===== config.mk =====
export PLATFORM = sky130hd
export DESIGN_NAME = sobel_frame_sequencer
export DESIGN_NICKNAME = d
export VERILOG_FILES = /design/src/rtl/sobel_pkg.sv /design/src/rtl/sobel_pixel_counter.sv /design/src/rtl/sobel_frame_sequencer.sv
export SDC_FILE = /design/constraint.sdc
export NUM_CORES = 1
export LEC_CHECK = 0
export CAP_MARGIN = 20
export CORE_ASPECT_RATIO = 0.7
export CORE_UTILIZATION = 33
export DETAILED_ROUTE_END_ITERATION = 10
export DONT_BUFFER_PORTS = 1
export SETUP_SLACK_MARGIN = 0.05
export SLEW_MARGIN = 40
export SYNTH_ARGS = -nofsm -noshare
export SYNTH_HDL_FRONTEND = slang
export SYNTH_SLANG_ARGS = --single-unit

===== constraint.sdc =====
create_clock -name sobel_clk -period 2.61 [get_ports sobel_clk]
set_input_delay 0.783 -clock sobel_clk [delete_from_list [all_inputs] [get_ports sobel_clk]]
set_output_delay 0.783 -clock sobel_clk [all_outputs]
set_load 0.005 [all_outputs]

===== src/rtl/sobel_pkg.sv =====
// rtl/sobel_pkg.sv - shared geometry defaults and sequencer state encoding
package sobel_pkg;

   localparam int DEF_IMG_W  = 320;
   localparam int DEF_IMG_H  = 240;
   localparam int DEF_PX_W   = 15;
   localparam int DEF_ADDR_W = 17;

   localparam int ROW_W = 8;
   localparam int COL_W = 9;

   typedef enum logic [2:0] {
      IDLE     = 3'd0,
      FETCH    = 3'd1,
      ISSUE    = 3'd2,
      WAIT_RES = 3'd3,
      STORE    = 3'd4,
      DONE     = 3'd5
   } seq_state_e;

endpackage


===== src/rtl/sobel_pixel_counter.sv =====
// rtl/sobel_pixel_counter.sv - raster address/row/column counter with last-pixel flag
module sobel_pixel_counter
   import sobel_pkg::*;
#(
   parameter int IMG_W  = DEF_IMG_W,
   parameter int IMG_H  = DEF_IMG_H,
   parameter int ADDR_W = DEF_ADDR_W
) (
   input  logic              clk_i,
   input  logic              rst_i,
   input  logic              clr_i,
   input  logic              inc_i,
   output logic [ADDR_W-1:0] addr_o,
   output logic [ROW_W-1:0]  row_o,
   output logic [COL_W-1:0]  col_o,
   output logic              last_o
);

   localparam logic [ADDR_W-1:0] LAST_ADDR = ADDR_W'(IMG_W * IMG_H - 1);
   localparam logic [COL_W-1:0]  LAST_COL  = COL_W'(IMG_W - 1);

   logic [ADDR_W-1:0] addr_q, addr_d;
   logic [ROW_W-1:0]  row_q,  row_d;
   logic [COL_W-1:0]  col_q,  col_d;

   assign last_o = (addr_q == LAST_ADDR);
   assign addr_o = addr_q;
   assign row_o  = row_q;
   assign col_o  = col_q;

   // Clear wins over increment; the count never advances past the last pixel.
   always_comb begin
      addr_d = addr_q;
      row_d  = row_q;
      col_d  = col_q;
      if (clr_i) begin
         addr_d = '0;
         row_d  = '0;
         col_d  = '0;
      end else if (inc_i && !last_o) begin
         addr_d = addr_q + 1'b1;
         if (col_q == LAST_COL) begin
            col_d = '0;
            row_d = row_q + 1'b1;
         end else begin
            col_d = col_q + 1'b1;
         end
      end
   end

   // Counter registers.
   always_ff @(posedge clk_i or posedge rst_i) begin
      if (rst_i) begin
         addr_q <= '0;
         row_q  <= '0;
         col_q  <= '0;
      end else begin
         addr_q <= addr_d;
         row_q  <= row_d;
         col_q  <= col_d;
      end
   end

endmodule


===== src/rtl/sobel_frame_sequencer.sv =====
// rtl/sobel_frame_sequencer.sv - walks one frame through fetch, sobel core and write-back
module sobel_frame_sequencer
   import sobel_pkg::*;
#(
   parameter int IMG_W  = DEF_IMG_W,
   parameter int IMG_H  = DEF_IMG_H,
   parameter int PX_W   = DEF_PX_W,
   parameter int ADDR_W = DEF_ADDR_W
) (
   input  logic              sobel_clk,
   input  logic              reset,
   input  logic              start,
   input  logic              abort,
   output logic              rd_req,
   output logic [ADDR_W-1:0] rd_addr,
   input  logic              rd_ack,
   input  logic [PX_W-1:0]   px_in,
   output logic              core_valid,
   output logic [PX_W-1:0]   core_px,
   input  logic              core_ready,
   input  logic              res_valid,
   input  logic [PX_W-1:0]   res_px,
   output logic              wr_en,
   output logic [ADDR_W-1:0] wr_addr,
   output logic [PX_W-1:0]   wr_data,
   input  logic              wr_ack,
   output logic              busy,
   output logic              frame_done,
   output logic [ROW_W-1:0]  row,
   output logic [COL_W-1:0]  col
);

   seq_state_e        state_q, state_d;
   logic [PX_W-1:0]   core_px_q;
   logic [PX_W-1:0]   wr_data_q;
   logic [ADDR_W-1:0] addr;
   logic              last_px;
   logic              cnt_clr;
   logic              cnt_inc;

   sobel_pixel_counter #(
      .IMG_W  (IMG_W),
      .IMG_H  (IMG_H),
      .ADDR_W (ADDR_W)
   ) u_counter (
      .clk_i  (sobel_clk),
      .rst_i  (reset),
      .clr_i  (cnt_clr),
      .inc_i  (cnt_inc),
      .addr_o (addr),
      .row_o  (row),
      .col_o  (col),
      .last_o (last_px)
   );

   // State register.
   always_ff @(posedge sobel_clk or posedge reset) begin
      if (reset) begin
         state_q <= IDLE;
      end else begin
         state_q <= state_d;
      end
   end

   // Next state and counter control; abort overrides every handshake outside IDLE.
   always_comb begin
      state_d = state_q;
      cnt_clr = 1'b0;
      cnt_inc = 1'b0;
      if (state_q == IDLE) begin
         if (start && !abort) begin
            state_d = FETCH;
            cnt_clr = 1'b1;
         end
      end else if (abort) begin
         state_d = IDLE;
      end else begin
         case (state_q)
            FETCH:    if (rd_ack)     state_d = ISSUE;
            ISSUE:    if (core_ready) state_d = WAIT_RES;
            WAIT_RES: if (res_valid)  state_d = STORE;
            STORE: begin
               if (wr_ack) begin
                  if (last_px) begin
                     state_d = DONE;
                  end else begin
                     state_d = FETCH;
                     cnt_inc = 1'b1;
                  end
               end
            end
            DONE:     state_d = IDLE;
            default:  state_d = IDLE;
         endcase
      end
   end

   // Moore outputs decoded from the current state only.
   always_comb begin
      rd_req     = 1'b0;
      core_valid = 1'b0;
      wr_en      = 1'b0;
      frame_done = 1'b0;
      busy       = (state_q != IDLE);
      case (state_q)
         FETCH:   rd_req     = 1'b1;
         ISSUE:   core_valid = 1'b1;
         STORE:   wr_en      = 1'b1;
         DONE:    frame_done = 1'b1;
         default: ;
      endcase
   end

   // Pixel and result holding registers; they only load on the handshake of their own state.
   always_ff @(posedge sobel_clk or posedge reset) begin
      if (reset) begin
         core_px_q <= '0;
         wr_data_q <= '0;
      end else begin
         if (state_q == FETCH && rd_ack && !abort) begin
            core_px_q <= px_in;
         end
         if (state_q == WAIT_RES && res_valid && !abort) begin
            wr_data_q <= res_px;
         end
      end
   end

   assign rd_addr = addr;
   assign wr_addr = addr;
   assign core_px = core_px_q;
   assign wr_data = wr_data_q;

endmodule


# Word level (Yosys, flattened, before mapping)
# Index checks and enable logic that the tools add are counted.
[totals]
ff_bits = 67
inputBits = 38
output_inout_bits = 86
word_cells = 63
[classes]
add_sub_neg = 3
n_eq_ne = 12
mux = 28
reduce_logical = 14
[op_table]
columns = ["op", "count"]
rows = [
  ["two-way mux 17 bit", 2],
  ["two-way mux 9 bit", 3],
  ["two-way mux 3 bit", 8],
  ["two-way mux 8 bit", 3],
  ["adder 17 x 1 -> 17 bit (second input constant)", 1],
  ["== test 17 bit (second input constant)", 1],
  ["!= test 4 bit (second input constant)", 4],
  ["case mux 3 bit (4 select lines)", 1],
  ["two-way mux 1 bit", 11],
  ["adder 9 x 1 -> 9 bit (second input constant)", 1],
  ["== test 9 bit (second input constant)", 1],
  ["adder 8 x 1 -> 8 bit (second input constant)", 1],
  ["== test 3 x 2 -> 1 bit (second input constant)", 2],
  ["== test 3 bit (second input constant)", 2],
  ["logical AND 1 bit", 6],
  ["AND reduction 5 bit", 1],
  ["nonzero test 2 bit", 2],
  ["== test 3 x 1 -> 1 bit (second input constant)", 1],
  ["zero test 3 bit", 1],
  ["nonzero test 3 bit", 1],
  ["zero test 1 bit", 2],
  ["!= test 2 x 1 -> 1 bit (second input constant)", 1],
  ["AND reduction 2 bit", 1],
]

# Depth between registers and ports, before layout
# Gate-level depths: netlist (run 1).
[logic_depth]
ltp_word = 9
mapped_depth = 7
mapped_depth_nobuf = 6

# Hierarchy
# Synthesis (run 1) repeated with hierarchy kept, for this count alone.
[unflattened]
cells_unflattened = 330
area_unflattened_um2 = 3523.4
[by_module_without_submodules]
columns = ["mod", "n_inst", "cells_per_inst", "area_per_inst_um2", "seq_area_each_um2"]
rows = [
  ["sobel_pixel_counter", 1, 210, 1903.1, 850.8],
  ["sobel_frame_sequencer", 1, 120, 1620.3, 825.8],
]

# Least setup slack after synthesis (run 1)
# No wires, ideal clock.
[synth_path]
path_type = "input to register"
startpoint = "in abort"
endpoint = "reg u_counter.row_q[5], in the netlist u_counter.row_o[5]"
setup_time_ns = 0.079
t_arrival_ns = 2.033
required_time_ns = 2.531
setup_slack_ns = 0.498
cell_stages = 5
n_path_buf = 0
cell_sequence = "nor3_1 > nand3_1 > nor4_2 > or3b_1 > a21oi_1"
[synth_via]
elab_chain_cells = 6
word_cells_on_any_way = 11
classes_between = "mux: 5; reduce/logical: 6"
[synth_rtl]
columns = ["element", "line_no", "text"]
rows = [
  ["start, declared", "sobel_frame_sequencer.sv:13", "input logic abort,"],
  ["zero test 1 bit", "sobel_frame_sequencer.sv:71", "if (start && !abort) begin"],
  ["logical AND 1 bit", "sobel_frame_sequencer.sv:71", ""],
  ["two-way mux 1 bit", "sobel_frame_sequencer.sv:71", ""],
  ["two-way mux 1 bit", "sobel_frame_sequencer.sv:70", "if (state_q == IDLE) begin"],
  ["nonzero test 2 bit (no source line)", "-", ""],
  ["AND reduction 2 bit (no source line)", "-", ""],
  ["end signal, assigned", "sobel_pixel_counter.sv:59", "row_q <= row_d;"],
  ["end, declared", "sobel_pixel_counter.sv:23", "logic [ROW_W-1:0] row_q, row_d;"],
]
# Parallel ways exist; a longest one is shown, timed or not.
# A chain may end at the register's enable or synchronous reset.

# Final worst setup path (run 1)
[layout_path]
startpoint = "reg u_counter.addr_q[0], in the netlist u_counter.addr_o[0]"
endpoint = "reg u_counter.addr_q[13], in the netlist u_counter.addr_o[13]"
[layout_via]
elab_chain_cells = 8
word_cells_on_any_way = 12
classes_between = "add/sub: 1; eq/ne: 1; mux: 7; reduce/logical: 3"
[layout_rtl]
columns = ["element", "line_no", "text"]
rows = [
  ["start, declared", "sobel_pixel_counter.sv:22", "logic [ADDR_W-1:0] addr_q, addr_d;"],
  ["start signal, assigned", "sobel_pixel_counter.sv:58", "addr_q <= addr_d;"],
  ["== test 17 bit", "sobel_pixel_counter.sv:26", "assign last_o = (addr_q == LAST_ADDR);"],
  ["two-way mux 1 bit", "sobel_frame_sequencer.sv:84", "if (last_px) begin"],
  ["two-way mux 1 bit", "sobel_frame_sequencer.sv:83", "if (wr_ack) begin"],
  ["two-way mux 1 bit", "sobel_frame_sequencer.sv:78", "case (state_q)"],
  ["two-way mux 1 bit", "sobel_frame_sequencer.sv:75", "end else if (abort) begin"],
  ["two-way mux 1 bit", "sobel_frame_sequencer.sv:70", ""],
  ["logical AND 1 bit", "sobel_pixel_counter.sv:40", "end else if (inc_i && !last_o) begin"],
  ["nonzero test 2 bit (no source line)", "-", ""],
]
# Parallel ways exist; a longest one is shown, timed or not. The select of a mux whose other input is x is not followed.

==> results of run 1 <==
==> sequential cells by signal (all words and copies together) (netlist names) <==
register          cells
u_counter.row_o       8
u_counter.col_o       9
u_counter.addr_o     17
state_q               3
core_px              15
wr_data              15
==> cell type report <==
class                   count  area, um2
inverters                   6       23.8
repair buffers             12        103
clock inverters             7       92.6
multi-input cells         205       1480
well taps                 128        160
fillers                   949       6030
flip-flops and latches     67       1680
clock buffers               9        225
==> metrics by stage <==
stage / cell area, um2 / worst slack (ns) / total power [uW]
6_report: 3760 / 0.480 / 2730
5_1_grt: 3760 / 0.336 / 2850
4_1_cts: 3760 / 0.476 / 2780
3_5_place_dp: 3440 / 0.347 / 1470
3_3_place_gp: 3440 / 0.387 / 1460
2_1_floorplan: 3360 / 0.144 / 1410
==> kinds of logic after synthesis <==
logic type	after synthesis	synth area share
simple gates	120	0.202
buf+inv	36	0.0625
compound gates	32	0.0718
flops	67	0.498
fa+ha+maj	3	0.0112
mux	36	0.118
xor+xnor	14	0.0364
==> worst reg2reg max path: cells and delay by family (launching register included) <==
| family | cells | cell delay [ns] |
|---|---|---|
| fa+ha+maj | 1 | 0.27 |
| compound gates | 1 | 0.13 |
| flops | 1 | 0.46 |
| simple gates | 4 | 1.20 |
==> power groups by stage <==
stage / logic, uW / registers (uW) / clock network, uW
after floorplan: 163 / 1250 / 0
after global placement: 183 / 1270 / 0
after detailed placement: 191 / 1280 / 0
after CTS: 191 / 1260 / 1330
after global routing: 204 / 1280 / 1370
final: 184 / 1260 / 1290
==> synth_stat cells (5+ instances only) <==
| master | count | area [um2] |
|---|---|---|
| sky130_fd_sc_hd__or3_2 | 5 | 37.5 |
| sky130_fd_sc_hd__clkbuf_1 | 9 | 33.8 |
| sky130_fd_sc_hd__nor3_1 | 11 | 55.1 |
| sky130_fd_sc_hd__mux2i_1 | 6 | 60.1 |
| sky130_fd_sc_hd__nand3_1 | 13 | 65.1 |
| sky130_fd_sc_hd__xnor2_1 | 14 | 123 |
| sky130_fd_sc_hd__nand2_1 | 22 | 82.6 |
| sky130_fd_sc_hd__nor2_1 | 24 | 90.1 |
| sky130_fd_sc_hd__mux2_2 | 30 | 338 |
| sky130_fd_sc_hd__a21oi_1 | 6 | 30.0 |
| sky130_fd_sc_hd__nand4_1 | 8 | 50.1 |
| sky130_fd_sc_hd__dfrtp_1 | 67 | 1680 |
| sky130_fd_sc_hd__inv_1 | 6 | 22.5 |
| sky130_fd_sc_hd__buf_4 | 17 | 128 |
| sky130_fd_sc_hd__nor4_1 | 5 | 31.3 |
| sky130_fd_sc_hd__a21oi_2 | 6 | 52.6 |
| sky130_fd_sc_hd__and3_1 | 5 | 31.3 |
==> path summary, 6_finish.rpt <==
kind                                startpoint                   end  cells past startpoint
setup / recovery           u_counter.addr_o[0]  u_counter.addr_o[13]                      6
hold / removal                           reset            wr_data[6]                      1
setup reg to reg           u_counter.addr_o[0]  u_counter.addr_o[13]                      6
hold reg to reg                     core_px[2]            core_px[2]                      1
max in group asynchronous                reset   u_counter.addr_o[3]                      2
min in group sobel_clk                   abort            state_q[0]                      1
==> layer usage <==
metal  up-vias  wire length [um]  track usage
met1      1164              3460        0.189
met2        83              3350        0.232
met4         0                87       0.0499
met5         -                 0            0
met3         9               720       0.0783
li1       1074                 -            -
==> metrics list, run 1 <==
* Critical path arrival: 2.39 ns
* Number of hold violations in the final report: 0
- The final layout contains 342 nets.
- Required time of the critical path: 2.87 ns
* Post-route setup TNS: 0 ns
* Maximum number of buffers from clock root to sink: 2
* Worst-case register-to-register setup slack: 0.48 ns
* Flop and latch count out of synthesis: 67
- Non-Filler Instances: 434
* Net count of the mapped netlist: 349
* Resized cells post-CTS: 0
- After detailed routing, the average wire length per cell comes to 17.6 um.
- Yosys printed 0 warnings.
- Unrepaired setup endpoints after global routing: no
- H-tree depth: 3
- The first detailed-routing pass took 4 iterations.
- Top fanout value on the critical path: 12
- Avg Vias per Cell: 5.37
- Grouping stages by cell kind, the critical path spends the most delay in simple AND/OR/NAND/NOR gates.
- Category of the worst setup path capture point: flop
* Wire length of the first global-routing pass: 12.3 mm
- Avg Synthesized Cell Area: 10.9 um2
- Worst path slowest cell: sky130_fd_sc_hd__or3_2
- Primary FF master, synth: sky130_fd_sc_hd__dfrtp_1
- Distinct cells, synth: 49
* Cell Chain, Critical Path: ha_1, nand4b_1, or4_4, nand4_2, or3_2, a21oi_2
- Total core area: 0.00980 mm2
* Leak: 0.00162 uW
* Share of async-settable or async-resettable flops after synthesis: 1.00
- Number of global-route vias before repair: 2355
- Residual DRC count: 0
- Postcts setup bufs: 0
- # port buffers: 0
* Hold crit path type: in2async
- The flow ran to the end, and the final reports show no timing, DRC or antenna violations.
- The critical path contains buffers and inverters numbering 0 combined.
- Counting the buffers created by CTS gives 9.
* Initial cell density of the core: 0.343
- For this run, the total global-route usage over all layers was measured as 0.153.
- Number of flops mapped to enable cells by yosys: 0
- The top cell types in the final layout, fill and taps aside, are sky130_fd_sc_hd__dfrtp_1 (67), sky130_fd_sc_hd__mux2_2 (30), sky130_fd_sc_hd__nor2_1 (24).
- The worst-case IR drop observed on VDD is 0.348 mV.
- Clock-pin slew was measured on the worst setup and hold paths at 0.06 ns.
- Number of sinks driven by the clock tree: 67
- Cell count after placement: 418
* GRT overflow: 0
- The tree is rooted in a sky130_fd_sc_hd__clkbuf_16.
- Actual transition at the worst max-transition pin: 0.615 ns
- Worst slew slack as a fraction of its limit: 0.589
* Util after Layout: 0.384
* Portion of total power attributed to the clock network: 0.472
* Switching power as a share of total power: 0.231
- Initial antenna violation count: 0
* Number of hold buffers added after cts: 0
* DIE HEIGHT: 86.5 um
* Worst clock skew on the final layout: 0.00323 ns
* Pin count of the biggest net entering global routing: 35
* Design internal power: 2100 uW
- Gate count of the mapped netlist: 308
- Power density over cell area: 726 mW/mm2
* Routability congestion estimate: 0.744
- Most common library cell in the layout ignoring fill and taps: sky130_fd_sc_hd__dfrtp_1
- The share of total power dissipated in sequential elements is 0.461.
- Seq/Total Area, Yosys: 0.498
- Post-layout minimum cycle time: 2.13 ns
* Half-perimeter wire length of the detailed placement result: 5.37 mm
* Drt initial violations: 110
* Sw power: 631 uW
- Hold is met by 0.386 ns.
* Synth Cell Area: 0.00336 mm2
- STA classifies the critical path startpoint as a flop.
* Highest Clock Rate: 0.469 GHz
- Via count: 2330
* Fraction of power consumed by combinational cells: 0.067
- Area growth from synthesis to layout: 11.9%
* Max Cap Violations: 0
- Number of top-level design ports: 124
- The repair_antennas step left the layout with diodes totalling 0.
* Period Utilization, post-route: 0.816
* Overall routed net length: 7.62 mm
- TritonCTS clock tree: yes
- Overall die width: 123 um
- Final ANT Viol Nets: 0
- Later-pin clock latency in the skew report: 0.33 ns
* Final setup fails: 0
- Of the cells placed in the final design, the portion with a size suffix greater than 1 is 0.261.
* Category of the critical setup timing path: reg2reg
- Cell Rows: 30
- In this design, the stage delay of the slowest critical-path cell is 0.56 ns.
- The die covers 0.0106 mm2.
- The max-slew violation total from the final report was 0.
Note: power is estimated with default switching activity, not from simulation.
==> run 2, diff against run 1 <==
==> constraint.sdc (replaced) <==
create_clock -name sobel_clk -period 2 [get_ports sobel_clk]
set_input_delay 0.6 -clock sobel_clk [delete_from_list [all_inputs] [get_ports sobel_clk]]
set_output_delay 0.6 -clock sobel_clk [all_outputs]
set_load 0.005 [all_outputs]
==> run 2 against run 1 <==
Net effect:
- the flow now finishes with violations (setup timing)
- clock power increased by 21%
- combinational power increased by 45%
- flip-flop and latch count unchanged
- total power increased by 27%
- via count increased by 7.7%
- die area unchanged
- count of clock-buffer cells in the layout increased by 5
- clock skew increased by 0.0026 ns
- wire length increased by 9.7%
- worst hold slack got worse by 0.15 ns
- non-clock buffer count increased by 34
- critical path type unchanged
==> metrics list, run 2 (synthesized netlist as in run 1, its figures left out) <==
- Result of the run: complete, but fails checks
* Violations in the final reports: setup timing
- Number of pins with negative max-slew slack in the final report: 0 (unchanged)
- The final standard cell area without fillers came to 0.00418 mm2 (+11%).
* Pin count of the biggest net entering global routing: 68 (+94%)
* Top fanout value on the critical path: 7 (-5)
* Fraction of power consumed by combinational cells: 0.077 (+0.010)
- Later-pin clock latency in the skew report: 0.33 ns (about the same)
- Maximum number of buffers from clock root to sink: 2 (unchanged)
* Worst path slowest cell: sky130_fd_sc_hd__or4b_4
* Number of detailed-routing iterations run before antenna repair: 4 (unchanged)
* GRT Overall Usage: 0.166 (+0.0123)
- The proportion of total power due to net switching came to 0.229 (-0.00244).
* Worst slew slack as a fraction of its limit: 0.657 (+0.0678)
* Final ANT Viol Nets: 0 (unchanged)
* Overall die width: 123 um (unchanged)
* Cell Chain, Critical Path: or4b_4, nor4_4, buf_12, nor4_4, buf_4, and4_1, o21a_1
- The die footprint was 0.0106 mm2 (unchanged).
- The number of design-rule violations left by the first detailed-router iteration is 125 (+14%).
- The clock group share of total power is 0.451 (-0.021).
- The number of primary I/O pins was 124 (unchanged).
- The vias per cell is 5.36 (-0.10%).
- The count of nets after finishing is 377 (+10%).
- The initial core utilization came to 0.343 (unchanged).
* Category of the worst setup path capture point: flop
- Hold crit path type: in2async
- Half-perimeter wire length of the detailed placement result: 5.63 mm (+4.9%)
* Actual transition at the worst max-transition pin: 0.513 ns (-0.103 ns)
- The placement-stage worst setup slack was -0.0199 ns (-0.367 ns).
- Setup repair after global routing could not meet its margin everywhere.
- Number of global-route vias before repair: 2592 (+10%)
- The number of hold-slack violations in the final timing report came to 0 (unchanged).
- The power density over cell area was 827 mW/mm2 (+14%).
- The highest clock frequency the design can meet came to 0.495 GHz (+5.4%).
- The leakage power of the design came to 0.00183 uW (+13%).
- The number of clock buffers inserted by TritonCTS was 9 (unchanged).
* Category of the critical setup timing path: reg2reg
* Buffer cell driving the clock tree root: sky130_fd_sc_hd__clkbuf_16
- The internal cell power is 2670 uW (+27%).
- Sw power: 791 uW (+25%)
- Residual DRC count: 0 (unchanged)
- The portion of total power attributed to sequential cells is 0.472 (+0.011).
* TritonCTS clock tree: yes
* Via count: 2510 (+7.7%)
* Required time of the critical path: 2.22 ns (-0.65 ns)
- The number of antenna violations at the first check in global routing is 0 (unchanged).
- The wire length of the first global-routing pass came to 13.2 mm (+8.1%).
- CP startpoint kind: flop
- The core region area came to 0.00980 mm2 (unchanged).
- The total of endpoints with negative setup slack in the final report was 3 (+3).
* Filler instances: 915 (-3.6%)
- Worst-case register-to-register setup slack: -0.02 ns (-0.50 ns)
* H-tree depth: 3 (unchanged)
- The largest clock skew in the final design came to 0.00578 ns (+0.00256 ns).
- The worst-case setup margin in the final layout came to -0.0216 ns (-0.501 ns).
- DIE HEIGHT: 86.5 um (unchanged)
- Overall routed net length: 8.36 mm (+9.7%)
- Period Utilization, post-route: 1.01 (+0.195)
- The max-cap violation count was 0 (unchanged).
- The number of antenna diodes was 0 (unchanged).
* Critical Path Most Common Cell: sky130_fd_sc_hd__nor4_4
- Placed Area: 0.00374 mm2 (+8.7%)
- Number of sinks driven by the clock tree: 67 (unchanged)
* Routed wirelength normalized by instance count: 17.9 um (+1.7%)
* Worst Reg-to-Reg Cells: 7 (+1)
- Cell Rows: 30 (unchanged)
* Clock slew at the register clock pins of the worst setup and hold paths: 0.05 ns (about the same)
- The area growth from synthesis to layout is 24.2%.
- Routability congestion estimate: 0.762 (+2.4%)
* GRT overflow: 0 (unchanged)
- Commonest non-fill, non-tap cells in the layout: sky130_fd_sc_hd__dfrtp_1 (67), sky130_fd_sc_hd__buf_4 (41), sky130_fd_sc_hd__mux2_2 (30)
- # port buffers: 0 (unchanged)
- The delay of the slowest cell on the worst path came to 0.57 ns (about the same).
* Share of layout cells above drive strength 1: 0.388 (+0.127)
- Max reg flops: 17 (unchanged)
- Most common library cell in the layout ignoring fill and taps: sky130_fd_sc_hd__dfrtp_1
- Highest ir drop seen on vdd: 0.513 mV (+47%)
- The final critical path time including I/O delays and setup is 2.02 ns (-0.109 ns).
* Critical path arrival: 2.24 ns (-0.15 ns)
run 2: changes by cell type in the layout (fill, tap and decap cells not counted), sizes merged:
cell      previous run  this run
nand4                9        10
buf                 12        46
clkinvlp             3         1
clkinv               3         1
bufinv               2         0
clkbuf               9        14
run 2: cell type report:
| type | instances | area (um2) | area share |
|---|---|---|---|
| clock buffers | 14 | 294 | 0.0704 |
| clock inverters | 1 | 5.00 | 0.00120 |
| flip-flops and latches | 67 | 1680 | 0.401 |
| repair buffers | 46 | 390 | 0.0934 |
| inverters | 6 | 26.3 | 0.00629 |
| multi-input cells | 206 | 1630 | 0.389 |
| well taps | 128 | 160 | 0.0383 |
run 2: metrics by stage:
stage | power [uW] | std cells | hold WS (ns) | util | TNS [ns]
after CTS | 3510 | 466 | 0.253 | 0.415 | -0.00472
final | 3460 | 468 | 0.239 | 0.426 | -0.0372
after floorplan | 1840 | 308 | 0.504 | - | 0
after detailed placement | 1930 | 449 | 0.523 | 0.382 | -0.0268
after global placement | 1920 | 449 | 0.520 | 0.382 | -0.0000284
after global routing | 3630 | 468 | 0.268 | 0.426 | -0.809
run 2: power by group through the flow:
stage	clock (uW)	sequential, uW	combinational (uW)
finish	1560	1630	267
global route	1670	1660	296
CTS	1600	1640	274
detailed placement	0	1660	274
global placement	0	1660	261
floorplan	0	1630	213
run 2: worst paths after layout:
path / start / end
setup / recovery: u_counter.addr_o[14] / u_counter.row_o[7]
hold / removal: reset / core_px[13]
setup reg to reg: u_counter.addr_o[14] / u_counter.row_o[7]
hold reg to reg: core_px[5] / core_px[5]
max in group asynchronous: reset / u_counter.row_o[6]
min in group sobel_clk: abort / state_q[0]
run 2: critical path, delay by kind of cell (launching register included):
| family | cells | cell delay (ns) |
|---|---|---|
| AOI/OAI and AO/OA | 1 | 0.16 |
| buffers and inverters | 2 | 0.31 |
| DFF | 1 | 0.38 |
| and+or+nand+nor | 4 | 1.05 |
run 2: per-layer routing:
layer  up-vias  track usage  wire length (um)
li1       1146            -                 -
met1      1239        0.197              3680
met2       106        0.258              3770
met4         0       0.0643               183
met5         -            0                 0
met3        19       0.0789               730
run 2: what timing repair did:
action | in CTS | in global routing
endpoints found under the setup margin | 6 | 20
hold buffers | 0 | 0
resized for setup | 2 | 22
buffers inserted | 1 | 3
pin swaps | 2 | 17
cloned | 1 | 0
==> run 3, diff against run 2 <==
--- a/config.mk
+++ b/config.mk
@@ -6,12 +6,12 @@
 export NUM_CORES = 1
 export LEC_CHECK = 0
 export CAP_MARGIN = 20
-export CORE_ASPECT_RATIO = 0.7
-export CORE_UTILIZATION = 33
+export CORE_ASPECT_RATIO = 1.4
+export CORE_UTILIZATION = 25
 export DETAILED_ROUTE_END_ITERATION = 10
 export DONT_BUFFER_PORTS = 1
 export SETUP_SLACK_MARGIN = 0.05
-export SLEW_MARGIN = 40
+export SLEW_MARGIN = 20
 export SYNTH_ARGS = -nofsm -noshare
 export SYNTH_HDL_FRONTEND = slang
 export SYNTH_SLANG_ARGS = --single-unit
==> run 3 against run 2 <==
Net effect:
- sequential power hardly changed
- register-to-register slack better by 0.05 ns
- the flow now finishes without violations
- largest power group unchanged
- worst hold slack worse by 0.011 ns
- critical path depth is 1 lower
==> metrics list, run 3 (synthesized netlist as in run 1, its figures left out) <==
- DIE HEIGHT: 139 um (+61%)
- The final critical path time including I/O delays and setup was 1.97 ns (-0.0491 ns).
- The number of flip-flops in the largest register came to 17 (unchanged).
- The tree is rooted in a sky130_fd_sc_hd__clkbuf_16.
* Clock slew at the register clock pins of the worst setup and hold paths: 0.05 ns (about the same)
- Later-pin clock latency in the skew report: 0.33 ns (about the same)
* Number of pins with negative max-slew slack in the final report: 0 (unchanged)
- The library cells used most frequently in the layout, excluding fill and tap cells, are sky130_fd_sc_hd__dfrtp_1 (67), sky130_fd_sc_hd__buf_4 (37), sky130_fd_sc_hd__mux2_2 (30).
* Overall routed net length: 8.52 mm (+1.9%)
- The number of design-rule violations left by the first detailed-router iteration was 69 (-45%).
* Worst slew slack as a fraction of its limit: 0.641 (-0.0164)
* Period Utilization, post-route: 0.986 (-0.0246)
- Routed wirelength normalized by instance count: 16.5 um (-7.4%)
- The global placer's final weighted congestion is 0.817 (+7.1%).
* Worst Reg-to-Reg Cells: 6 (-1)
- Worst setup timing slack at the placement stage: -0.0283 ns (-0.00835 ns)
- Critical path arrival: 2.24 ns (about the same)
* Maximum number of buffers from clock root to sink: 2 (unchanged)
- Share of layout cells above drive strength 1: 0.347 (-0.0411)
- The post-route setup TNS came to 0 ns (+0.0372 ns).
- Most common library cell in the layout ignoring fill and taps: sky130_fd_sc_hd__dfrtp_1
- The slew of the pin with the lowest slew margin came to 0.537 ns (+0.0245 ns).
- Final ANT Viol Nets: 0 (unchanged)
* Number of top-level design ports: 124 (unchanged)
* Worst Setup EP: u_counter.addr_o[9]
- The die footprint came to 0.0139 mm2 (+31%).
* Critical register-to-register path endpoint: u_counter.addr_o[9]
- Max Cap Violations: 0 (unchanged)
- Overall die width: 100 um (-18%)
* Inserted Clock Buffers: 9 (unchanged)
- Worst path slowest cell: sky130_fd_sc_hd__or4b_4
- Final cell area excluding filler cells: 0.00412 mm2 (-1.3%)
- The filler-free cell count of the finished design came to 515 (+10%).
- The post-DP HPWL came to 6.17 mm (+9.5%).
* Reg2reg start: u_counter.addr_o[15]
- The CTS sink count is 67 (unchanged).
* Number of hold buffers added after cts: 0 (unchanged)
- Wire length of the first global-routing pass: 13.8 mm (+4.3%)
* Highest ir drop seen on vdd: 0.330 mV (-36%)
- The total routing resource utilization after global routing came to 0.130 (-0.0353).
- The total of endpoints with negative setup slack in the final report came to 0 (-3).
- Cell count after placement: 498 (+11%)
- H-tree depth: 3 (unchanged)
- Number of hold violations in the final report: 0 (unchanged)
- The slack of the worst reg-to-reg path was 0.03 ns (+0.05 ns).
- Cell Rows: 49 (+63%)
- The power density over cell area was 820 mW/mm2 (-0.86%).
* Initial cell density of the core: 0.259 (-0.0846)
- The maximum number of pins on one net before global-route repair was 68 (unchanged).
- Category of the critical setup timing path: reg2reg
* Slack of the critical path: 0.0275 ns (+0.0491 ns)
* CP startpoint kind: flop
- Via count: 2470 (-1.6%)
- Tracing the worst setup path back leads to its startpoint at u_counter.addr_o[15].
* # port buffers: 0 (unchanged)
* Unrepaired setup endpoints after global routing: yes
- The total grt overflow was 0 (unchanged).
- Net total in the final layout: 373 (-1.1%)
* Top fanout value on the critical path: 12 (+5)
- The highest clock frequency the design can meet is 0.507 GHz (+2.5%).
- The worst setup path is captured at a flop.
- Number of antenna cells inserted: 0 (unchanged)
* Area growth from synthesis to layout: 22.5%
- Residual DRC count: 0 (unchanged)
* Total core area: 0.0130 mm2 (+33%)
* Total Power Consumption: 3380 uW (-2.2%)
- Traced cell by cell, the critical path runs through or4b_4, or4_4, nand4_4, buf_4, o21ai_2, a21oi_2.
* Worst clock skew on the final layout: 0.00352 ns (-0.00226 ns)
* Number of detailed-routing iterations run before antenna repair: 4 (unchanged)
* Avg Vias per Cell: 4.80 (-11%)
- The leakage power of the design was 0.00178 uW (-2.6%).
- Placed Area: 0.00379 mm2 (+1.1%)
* Hold crit path type: in2async
* Initial antenna violation count: 0 (unchanged)
- The delay of the slowest cell on the worst path was 0.56 ns (about the same).
- Required time of the critical path: 2.27 ns (+0.05 ns)
- TritonCTS clock tree: yes
- Result of the run: finished, final reports clean
- Number of global-route vias before repair: 2624 (+1.2%)
==> run 3: final cells by class <==
cell class | instances | area [um2]
clock inverter | 2 | 10.0
inverter | 6 | 26.3
clock buffer | 14 | 264
multi-input combinational | 205 | 1560
sequential | 67 | 1680
tap | 178 | 223
fill | 1341 | 8870
timing repair buffer | 43 | 363
==> run 3: report_power, final <==
group          switching, uW  total (uW)  leakage [uW]  internal [uW]
combinational            117         265      0.000741            149
clock                    572        1480      0.000137            904
sequential               122        1640      0.000902           1520
==> run 3: stage by stage <==
stage,hold WS [ns],utilization
6_report,0.228,0.317
4_1_cts,0.246,0.314
2_1_floorplan,0.504,-
3_3_place_gp,0.526,0.291
5_1_grt,0.262,0.317
3_5_place_dp,0.525,0.291
==> run 3: repair_timing <==
action                                  4_1_cts  5_1_grt
pin swaps                                     1        6
buffers inserted                              1        0
endpoints found under the setup margin        7       22
gates resized for setup                       2       10
==> run 3: how the worst min path moves through the flow <==
stage	slack, ns	end	cells after the start	from
final	0.23	u_counter.row_o[1]	2	reset
after CTS	0.25	u_counter.row_o[3]	2	reset
after global routing	0.26	u_counter.row_o[1]	2	reset
after floorplan	0.50	wr_data[0]	1	wr_data[0]
after global placement	0.53	wr_data[13]	1	wr_data[13]
after detailed placement	0.52	wr_data[5]	1	wr_data[5]
==> run 3: critical path, delay by kind of cell, from the launching register on <==
| kind | cells | cell delay, ns |
|---|---|---|
| DFF | 1 | 0.37 |
| buffers and inverters | 1 | 0.14 |
| and+or+nand+nor | 3 | 1.22 |
| AOI/OAI and AO/OA | 2 | 0.17 |
==> run 3: routing by layer <==
layer / share of wire / track usage
met1: 0.40 / 0.144
met2: 0.50 / 0.217
met3: 0.083 / 0.0467
met4: 0.024 / 0.0686
met5: 0 / 0
==> RTL edit 1 (flow settings as in run 1) <==
The package constant `DEF_PX_W` goes from 15 to 19.
--- a/src/rtl/sobel_pkg.sv
+++ b/src/rtl/sobel_pkg.sv
@@ -4,5 +4,5 @@
    localparam int DEF_IMG_W  = 320;
    localparam int DEF_IMG_H  = 240;
-   localparam int DEF_PX_W   = 15;
+   localparam int DEF_PX_W   = 19;
    localparam int DEF_ADDR_W = 17;
 
Ports: changed (resized core_px, px_in, res_px and wr_data); port bits go from 124 to 140. The function was not compared with the original's and may differ.
==> RTL edit 1 against run 1 <==
Worst setup slack got worse by 39 ps; sequential share of layout area fell by 0.57 points; power rose by 10%; fmax fell by 1.8%; sequential cell count rose by 8; count of clock-buffer cells in the layout rose by 1; combinational power rose by 30%; synthesized area rose by 14%; final cell count rose by 15%; cell area rose by 13%; wire length rose by 15%; non-clock buffer count rose by 2; largest power group is now registers.
==> RTL edit 1: results (changes against run 1) <==
{| class="wikitable"
! Metric !! Value
|-
| Mux cell area share after synthesis || 14.8% (was 11.8%)
|-
| Average vias per placed instance || 5.47 (was 5.37)
|-
| Launching point of the worst reg2reg path || state_q[2] (was u_counter.addr_o[0])
|-
| Maximum number of pins on one net before global-route repair || 44 (was 35)
|-
| Cell leakage power || 1.80 nW (was 1.62 nW)
|-
| Setup slack on the worst flop-to-flop path || 440 ps (was 480 ps)
|-
| Dominant cells by area after synthesis || dfrtp_1 (49%), mux2_2 (11%), mux2i_1 (3.7%), buf_4 (3.5%), nand4_1 (2.8%) (was dfrtp_1 (50%), mux2_2 (10%), buf_4 (3.8%), xnor2_1 (3.6%), nor2_1 (2.7%))
|-
| Critical path destination || u_counter.row_o[5] (was u_counter.addr_o[13])
|-
| Number of inserted filler cells in the final layout || 1052 (was 949)
|-
| Total routing usage reported by global routing || 15.3% (about the same)
|-
| Area fraction in compound gates after synthesis || 7.80% (was 7.18%)
|-
| Sequential share of the synthesized area || 48.9% (was 49.8%)
|-
| Starting DRT DRC Count || 204 (was 110)
|-
| Worst slew pin tran || 484 ps (was 615 ps)
|-
| Cell area after placement || 0.00393 mm² (was 0.00344 mm²)
|-
| Worst clock skew || 6.53 ps (was 3.23 ps)
|-
| Count of unique library cells instantiated by Yosys || 44 (was 49)
|-
| Worst-case hold slack || 242 ps (was 386 ps)
|-
| Synthesized netlist net count || 401 (was 349)
|-
| Max Fanout on Critical Path || 14 (was 12)
|-
| Crit path largest cell delay || 610 ps (was 560 ps)
|-
| Result of the run || finished clean (unchanged)
|-
| First-pass GRT wire length || 13800 µm (was 12300 µm)
|-
| Via count of the first global-routing pass || 2561 (was 2355)
|-
| GP Congestion || 0.798 (was 0.744)
|-
| Maximum resistive drop on vdd || 0.000360 V (was 0.000348 V)
|-
| Total half-perimeter wirelength after legalization and detailed placement || 6310 µm (was 5370 µm)
|-
| Detailed-route wire length per cell || 17.6 µm (about the same)
|-
| Per-instance average area after synthesis || 10.9 µm² (about the same)
|-
| Final Net Count || 390 (was 342)
|-
| R2r worst-path depth || 4 (was 6)
|-
| Cell at the slowest stage of the critical path || dfrtp_1 (was or3_2)
|-
| Proportion of layout cells with a drive suffix above 1 || 22.0% (was 26.1%)
|}
-- RTL edit 1: cell type report --
class,count,area share (%)
multi-input cells,237,40.6
well taps,153,4.49
clock buffers,10,5.37
flip-flops and latches,75,44.0
clock inverters,6,2.11
inverters,4,0.440
repair buffers,14,3.05
-- RTL edit 1: power breakdown --
group	internal (mW)	switching (mW)
logic	0.141	0.0982
registers	1.32	0.121
clock network	0.839	0.491
-- RTL edit 1: through the flow --
step	setup WS [ps]	utilization [%]	power, mW	instances
after floorplan	566	-	1.63	352
after global placement	364	35.2	1.69	482
after detailed placement	330	35.2	1.71	482
after CTS	328	38.0	3.06	498
after global routing	260	38.2	3.15	499
final	441	38.2	3.01	499
-- RTL edit 1: per-layer routing --
layer,vias up,wire length [µm],track usage (%)
met3,12,717,6.48
met5,-,0,0
met4,0,147,5.46
met1,1347,4070,20.4
met2,96,3870,21.9
li1,1275,-,-
==> RTL edit 2 (settings of run 1) <==
Without the edit above. Reset style: synchronous (`reset` and `rst_i`), changed in 3 clocked blocks.
--- a/src/rtl/sobel_pixel_counter.sv
+++ b/src/rtl/sobel_pixel_counter.sv
@@ -50,5 +50,5 @@
 
    // Counter registers.
-   always_ff @(posedge clk_i or posedge rst_i) begin
+   always_ff @(posedge clk_i) begin
       if (rst_i) begin
          addr_q <= '0;
--- a/src/rtl/sobel_frame_sequencer.sv
+++ b/src/rtl/sobel_frame_sequencer.sv
@@ -55,5 +55,5 @@
 
    // State register.
-   always_ff @(posedge sobel_clk or posedge reset) begin
+   always_ff @(posedge sobel_clk) begin
       if (reset) begin
          state_q <= IDLE;
@@ -113,5 +113,5 @@
 
    // Pixel and result holding registers; they only load on the handshake of their own state.
-   always_ff @(posedge sobel_clk or posedge reset) begin
+   always_ff @(posedge sobel_clk) begin
       if (reset) begin
          core_px_q <= '0;
Function: differs if reset is asserted again (counterexample within 4 cycles, from zero or initial values and one cycle with reset high); with reset held inactive, the same outputs for 10 cycles.
==> RTL edit 2 against run 1 <==
Hold slack better by 83 ps; synthesized area about the same; wire length up 6.8%; sequential share of layout area down 8.0 points; sequential cell count unchanged; cell area down 2.4%; worst setup slack worse by 110 ps; clock skew up 4.6 ps.
Power is not compared: it rests on default switching activity, and its combinational part moved more than twofold at a synthesized area within 25%.
==> RTL edit 2: results (changes against run 1) <==
{| class="wikitable"
! Metric !! Value
|-
| Worst slew pin tran || 517 ps (was 615 ps)
|-
| Maximum number of pins on one net before global-route repair || 36 (was 35)
|-
| Fraction of the mapped netlist area in adder cells || 1.12% (about the same)
|-
| Share of the cycle needed by the critical path after routing || 85.9% (was 81.6%)
|-
| Starting DRT DRC Count || 185 (was 110)
|-
| CP arrival || 2470 ps (was 2390 ps)
|-
| Met2 Wirelength || 3590 µm (was 3350 µm)
|-
| Number of vias in the routed layout || 2808 (was 2330)
|-
| Total routing usage reported by global routing || 15.0% (was 15.3%)
|-
| Parity-gate share of the synthesized area counting xor and xnor cells || 0% (was 3.64%)
|-
| Worst hold path class || reg -> reg (was in -> async)
|-
| Mux cell area share after synthesis || 2.38% (was 11.8%)
|-
| Result of the run || finished clean (unchanged)
|-
| Worst-case setup slack after placement || 368 ps (was 347 ps)
|-
| Cell area after placement || 0.00333 mm² (was 0.00344 mm²)
|-
| Total half-perimeter wirelength after legalization and detailed placement || 5740 µm (was 5370 µm)
|-
| Worst-case hold slack || 468 ps (was 386 ps)
|-
| Cell at the slowest stage of the critical path || dfxtp_1 (was or3_2)
|-
| Via count of the first global-routing pass || 2402 (was 2355)
|-
| Final Net Count || 422 (was 342)
|-
| Max Fanout on Critical Path || 27 (was 12)
|-
| Crit path largest cell delay || 480 ps (was 560 ps)
|-
| GP Congestion || 0.726 (was 0.744)
|-
| Count of unique library cells instantiated by Yosys || 50 (was 49)
|-
| Met1 demand-to-capacity share in global routing || 18.9% (about the same)
|-
| Wire length on met1 || 3680 µm (was 3460 µm)
|-
| Per-instance average area after synthesis || 8.37 µm² (was 10.9 µm²)
|-
| Proportion of layout cells with a drive suffix above 1 || 13.5% (was 26.1%)
|-
| Routing usage on met3 || 7.30% (was 7.83%)
|-
| Area fraction in compound gates after synthesis || 16.3% (was 7.18%)
|-
| First-pass GRT wire length || 12200 µm (was 12300 µm)
|-
| Fraction of registers with async set/reset || 0% (was 100%)
|-
| Sequential share of the synthesized area || 39.9% (was 49.8%)
|}
[RTL edit 2: cell types whose count changed after synthesis, moves of 19 or more]
cell	run 1	this run
a21oi_1	6	56
dfxtp_1	0	67
nor2_1	24	5
dfrtp_1	67	0
nand2_1	22	82
mux2_2	30	0
[RTL edit 2: worst max-delay path by stage]
stage                          endpoint  cells after the start
floorplan           u_counter.addr_o[3]                      6
global placement     u_counter.col_o[7]                      4
detailed placement   u_counter.col_o[4]                      4
CTS                  u_counter.row_o[5]                      7
global route         u_counter.row_o[5]                      7
finish               u_counter.row_o[1]                      7
[RTL edit 2: layout make-up]
cell class / instances / area, µm²
clock buffer: 11 / 243
clock inverter: 5 / 100
fill: 985 / 6120
inverter: 6 / 22.5
multi-input combinational: 285 / 1720
sequential: 67 / 1340
tap: 128 / 160
timing repair buffer: 12 / 90.1
[RTL edit 2: cells by family (layout without fill, tap and decap cells)]
family,Yosys count,after routing
compound gates,93,93
fa+ha+maj,3,3
buf+inv,50,34
flops,67,67
mux,8,8
simple gates,181,181
